$ cat src/rtl/abl17_adder_fault_sequencer.sv
// Fault-campaign sequencer driving a golden and a fault-injectable adder.
// Optional macro ADDER_FAULT_SYNDROME_EN builds the first-mismatch syndrome.
module abl17_adder_fault_sequencer #(
  parameter logic [31:0] LFSR_SEED = 32'hACE1_2F5B
) (
  input  logic        clock,
  input  logic        reset_n,
  input  logic        start,
  input  logic [15:0] num_vectors,
  input  logic [1:0]  fault_mode,
  output logic [31:0] op_a,
  output logic [31:0] op_b,
  output logic        op_cin,
  output logic        ctrl_flip_16,
  output logic        ctrl_flip_4,
  input  logic [31:0] sum_golden,
  input  logic [31:0] sum_fault,
  output logic        busy,
  output logic        done,
  output logic [15:0] mismatch_count,
  output logic [15:0] first_mismatch_idx,
  output logic [31:0] syndrome
);

  localparam logic [31:0] POLY = 32'h8020_0003;

  typedef enum logic [1:0] {
    IDLE,
    RUN,
    DRAIN,
    DONE
  } state_t;

  state_t      state;
  state_t      state_nx;
  logic [31:0] lfsr;
  logic [31:0] lfsr_nx;
  logic [15:0] vec_cnt;
  logic [15:0] num_q;
  logic        last;
  logic        kick;
  logic        vld_q;
  logic        mis_q;
  logic [15:0] idx_q;

  assign lfsr_nx = {1'b0, lfsr[31:1]} ^ (lfsr[0] ? POLY : 32'h0);
  assign last    = (vec_cnt == num_q - 16'd1);
  assign kick    = (state == IDLE) && start;
  assign busy    = (state == RUN) || (state == DRAIN);
  assign done    = (state == DONE);

  // State register
  always_ff @(posedge clock or negedge reset_n) begin
    if (!reset_n) state <= IDLE;
    else          state <= state_nx;
  end

  // Next-state decode
  always_comb begin
    state_nx = state;
    unique case (state)
      IDLE: begin
        if (start)
          state_nx = (num_vectors == 16'd0) ? DONE : RUN;
      end
      RUN:     if (last) state_nx = DRAIN;
      DRAIN:   state_nx = DONE;
      DONE:    state_nx = IDLE;
      default: state_nx = IDLE;
    endcase
  end

  // Vector generation: operands always mirror the LFSR state during RUN
  always_ff @(posedge clock or negedge reset_n) begin
    if (!reset_n) begin
      lfsr         <= 32'h0;
      vec_cnt      <= 16'd0;
      num_q        <= 16'd0;
      op_a         <= 32'h0;
      op_b         <= 32'h0;
      op_cin       <= 1'b0;
      ctrl_flip_16 <= 1'b0;
      ctrl_flip_4  <= 1'b0;
    end else if (kick && num_vectors != 16'd0) begin
      num_q        <= num_vectors;
      lfsr         <= LFSR_SEED;
      vec_cnt      <= 16'd0;
      op_a         <= LFSR_SEED;
      op_b         <= {LFSR_SEED[15:0], LFSR_SEED[31:16]};
      op_cin       <= LFSR_SEED[0] ^ LFSR_SEED[31];
      ctrl_flip_16 <= fault_mode[0];
      ctrl_flip_4  <= fault_mode[1];
    end else if (state == RUN) begin
      lfsr    <= lfsr_nx;
      vec_cnt <= vec_cnt + 16'd1;
      if (last) begin
        op_a         <= 32'h0;
        op_b         <= 32'h0;
        op_cin       <= 1'b0;
        ctrl_flip_16 <= 1'b0;
        ctrl_flip_4  <= 1'b0;
      end else begin
        op_a   <= lfsr_nx;
        op_b   <= {lfsr_nx[15:0], lfsr_nx[31:16]};
        op_cin <= lfsr_nx[0] ^ lfsr_nx[31];
      end
    end
  end

  // Compare stage: snapshot of the vector currently on the adders
  always_ff @(posedge clock or negedge reset_n) begin
    if (!reset_n) begin
      vld_q <= 1'b0;
      mis_q <= 1'b0;
      idx_q <= 16'd0;
    end else begin
      vld_q <= (state == RUN);
      mis_q <= (state == RUN) && (sum_golden != sum_fault);
      idx_q <= vec_cnt;
    end
  end

  // Accumulate stage; a start clears results (vld_q is low in IDLE)
  always_ff @(posedge clock or negedge reset_n) begin
    if (!reset_n) begin
      mismatch_count     <= 16'd0;
      first_mismatch_idx <= 16'hFFFF;
    end else if (kick) begin
      mismatch_count     <= 16'd0;
      first_mismatch_idx <= 16'hFFFF;
    end else if (vld_q && mis_q) begin
      mismatch_count <= mismatch_count + 16'd1;
      if (first_mismatch_idx == 16'hFFFF)
        first_mismatch_idx <= idx_q;
    end
  end

`ifdef ADDER_FAULT_SYNDROME_EN
  logic [31:0] syn_q;
  logic [31:0] syn_r;

  // Syndrome pipeline tracks the first mismatching vector
  always_ff @(posedge clock or negedge reset_n) begin
    if (!reset_n) begin
      syn_q <= 32'h0;
      syn_r <= 32'h0;
    end else begin
      syn_q <= sum_golden ^ sum_fault;
      if (kick)
        syn_r <= 32'h0;
      else if (vld_q && mis_q && first_mismatch_idx == 16'hFFFF)
        syn_r <= syn_q;
    end
  end

  assign syndrome = syn_r;
`else
  assign syndrome = 32'h0;
`endif

endmodule

$ cat config.mk
export PLATFORM = sky130hd
export DESIGN_NAME = abl17_adder_fault_sequencer
export DESIGN_NICKNAME = d
export VERILOG_FILES = /design/src/rtl/abl17_adder_fault_sequencer.sv
export SDC_FILE = /design/constraint.sdc
export NUM_CORES = 1
export LEC_CHECK = 0
export CORE_MARGIN = 2
export CORE_UTILIZATION = 45
export CTS_CLUSTER_DIAMETER = 60
export DETAILED_ROUTE_END_ITERATION = 16
export PLACE_DENSITY = 0.75
export SLEW_MARGIN = 30
export SYNTH_ARGS = -nofsm -noshare
export SYNTH_HDL_FRONTEND = slang
export SYNTH_SLANG_ARGS = --single-unit
export TNS_END_PERCENT = 1
$ cat constraint.sdc
create_clock -name clock -period 6.5 [get_ports clock]
set_clock_uncertainty 0.2 [all_clocks]
set_input_delay 1.3 -clock clock [delete_from_list [all_inputs] [get_ports clock]]
set_output_delay 1.3 -clock clock [all_outputs]
set_load 0.05 [all_outputs]
==> results_dict.tcl <==
set metrics [dict create \
    status "completed" \
    cp_max_fo 35 \
    cap_violations 0 \
    syn_area_mm2 0.007680 \
    io_buffers 185 \
    min_period_ns 3.894 \
    hp-class "reg2reg" \
    ir_drop_uv 468.4 \
    clkSlewWorstSetupHoldPaths_ns 0.06 \
    grt_pass1_wl_um 28520 \
    root_buffer "clkbuf_16" \
    synth.distinct_cells 53 \
    synth-warning-count 0 \
    async_reset_ff_share_pct 100.0 \
    grt_pass1_vias 5657 \
    cp.arrival_ns 3.97 \
    synth_edf_count 0 \
    dp_worst_setup_slack_ns 2.454 \
    vias 5855 \
    io_pins 218 \
    cts_buffers 17 \
    max_stage_delay_ns 0.60 \
    worst_setup_path_start_kind "register" \
    post_drt_wl_per_cell_um 14.83 \
    synthToLayoutAreaGrowth_pct 28.46 \
    min_to "idx_q[15]" \
    syn_avg_cell_area_um2 9.821 \
    clockBufferDepth 2 \
    worstSetupPathType "reg2reg" \
    ys_seq_area_share_pct 49.46 \
    synth_seq_cells 151 \
    die_area_mm2 0.01813 \
    worstPathRequired_ns 6.58 \
    r2r_end "op_a[17]" \
    yosysTopAreaCellShare_pct 43.99 \
    r2r_start "num_q[0]" \
    route.detailed.drc 0 \
    grt.overflow.total 0 \
    reg2reg_slack_ns 2.61 \
    clkSinkCount 151 \
    ant_nets 0 \
    drive_above_1_share_pct 10.57 \
    firstDrtPassIters 5 \
    rsz0062_at_grt "false" \
    die_h_um 134.6 \
    synthCells 782 \
    viasPerCell 5.105 \
    ctsResizeCount 0 \
    post-dp-hpwl_um 12140 \
    n_antenna_cell 0 \
    gp_congestion 0.8301 \
    clk_latency_ns 0.42 \
    grt_max_degree 100 \
    finalSetupViolations 0 \
    synth_area_leaders "dfrtp_1 (44%), xnor2_1 (6.7%), buf_4 (6.3%), nand2_1 (5.5%), dfstp_2 (5.5%)" \
    antenna_found_initial 0 \
    cpMaxStageDelayCell "and2_4" \
    rows 47 \
    worstMarginPinSlew_ns 0.9214 \
    holdBufCountCts 0 \
    path_depth 9 \
    min_path_cells 0 \
    die_w_um 134.6 \
    layout_common_cells "clkdlybuf4s50_1 (184), dfrtp_1 (135), nand2_1 (113)" \
    final_common_cell "clkdlybuf4s50_1" \
    hold_violations 0 \
    yosysTopAreaCell "dfrtp_1" \
    max_freq_ghz 0.2568 \
    initial_core_util_pct 46.15 \
    crit_buf_inv 1 \
    setup_tns_ns 0 \
    synth-main-ff-cell "dfrtp_1" \
    end_kind "register" \
    core-area_mm2 0.01664 \
    drt_wl_total_um 17010 \
    grt_usage_pct 19.87 \
    min_period_over_period_pct 59.90 \
    htreeDepth 4 \
    fin_ws_ns 2.606 \
    rr_worst_depth 9 \
    power_density_mw_per_mm2 515.7 \
    cts_setup_buffers 0 \
    final_nets 1007 \
    relSlewSlack_pct 38.49 \
    power_leakage_nw 4.200 \
    tritoncts "built" \
    critPathTopFamily "simple AND/OR/NAND/NOR gates" \
    crit_chain "inv_1 > ha_1 > or3b_4 > or4_4 > a2111oi_2 > nand4_1 > nor4_4 > and2_4 > o21ai_0" \
    holdCritStartpoint "vec_cnt[15]" \
    maxSlewViolCount 0 \
    drtIter0Drc 307 \
]
==> power breakdown <==
part	switching (W)	internal, W	leakage [nW]	total (W)
combinational	0.00164	0.000877	2.03	0.00251
clock	0.000396	0.000620	0.286	0.00102
sequential	0.000290	0.00127	1.88	0.00156
==> logic make-up (layout without fill, tap and decap cells) <==
kind of cell / Yosys count / in the layout / share of synthesized area [%]
and+or+nand+nor: 306 / 306 / 18.92
DFF: 151 / 151 / 49.46
other: 1 / 32 / 0.04883
adders and majority gates: 8 / 8 / 1.303
xor gates and xnor gates: 83 / 83 / 9.466
buffers and inverters: 116 / 230 / 9.775
AOI/OAI and AO/OA: 99 / 99 / 8.651
muxes: 18 / 18 / 2.379
==> worst max-delay path by stage <==
stage / from / to / slack (ns)
floorplan: num_q[0] / op_a[21] / 3.27
global route: num_q[0] / op_a[17] / 2.40
detailed placement: num_vectors[7] / ctrl_flip_16 / 2.45
CTS: num_q[0] / op_a[17] / 2.63
finish: num_q[0] / op_a[17] / 2.61
global placement: num_vectors[4] / ctrl_flip_4 / 2.46
==> flip-flops by register name, summed over array words and instances, names as in the netlist <==
signal              flops
op_a                   31
first_mismatch_idx     16
ctrl_flip_16            1
op_b                    1
mis_q                   1
idx_q                  16
ctrl_flip_4             1
op_cin                  1
num_q                  16
vld_q                   1
lfsr                   32
mismatch_count         16
vec_cnt                16
state                   2
==> synthesized netlist by cell type, types with 2 or more instances <==
cell type	number
nor3_1	11
dfstp_2	16
buf_2	2
ha_1	8
nand4_1	21
and2_1	2
xnor2_1	59
buf_1	2
clkbuf_1	34
nand2b_1	3
dfrtp_1	135
mux2_2	2
and3_1	8
o21ai_0	27
a2111oi_0	2
or2_2	2
nor2b_1	3
nor4_1	10
or3_1	5
o31ai_1	3
inv_1	8
nor2_1	58
nand2_1	113
nand3_1	55
a211oi_1	2
and3_2	2
a311oi_1	2
buf_4	64
or4_1	3
o21ai_2	30
xor2_1	24
buf_12	4
mux2i_1	16
a21oi_1	27
==> stage by stage <==
stage	power [W]	hold slack (ns)	std cells	area, um^2	util [%]
floorplan	0.003462	0.1519	813	7796	-
global placement	0.004044	0.2567	1115	9250	55.58
detailed placement	0.004090	0.2599	1115	9250	55.58
CTS	0.005125	0.2780	1147	9863	59.27
global route	0.005386	0.2854	1147	9866	59.28
finish	0.005087	0.2818	1147	9866	59.28
==> per-layer routing <==
| layer | vias up | global-route usage (%) | part of all wire, % |
|---|---|---|---|
| met5 | - | 0 | 0 |
| met4 | 0 | 7.018 | 1.9 |
| met3 | 26 | 4.542 | 6.2 |
| met2 | 219 | 31.70 | 48 |
| met1 | 2798 | 26.73 | 44 |
| li1 | 2812 | - | - |
==> worst reg2reg max path, delay by kind of cell, from the launching register on <==
| family | cells | cell delay, ns |
|---|---|---|
| AND/OR/NAND/NOR | 5 | 2.17 |
| AO/OA/AOI/OAI | 2 | 0.61 |
| flip-flops | 1 | 0.43 |
| adder cells (fa/ha/maj) | 1 | 0.23 |
| buffers and inverters | 1 | 0.11 |
==> cell type report <==
cell class,count,area [um^2]
Clock buffer,20,446.7
Clock inverter,12,166.4
Fill cell,1411,6777
Inverter,9,33.78
Multi-Input combinational cell,546,3259
Sequential cell,151,3799
Tap cell,220,275.3
Timing Repair Buffer,189,1886
Power figures use the tool's default switching activity.
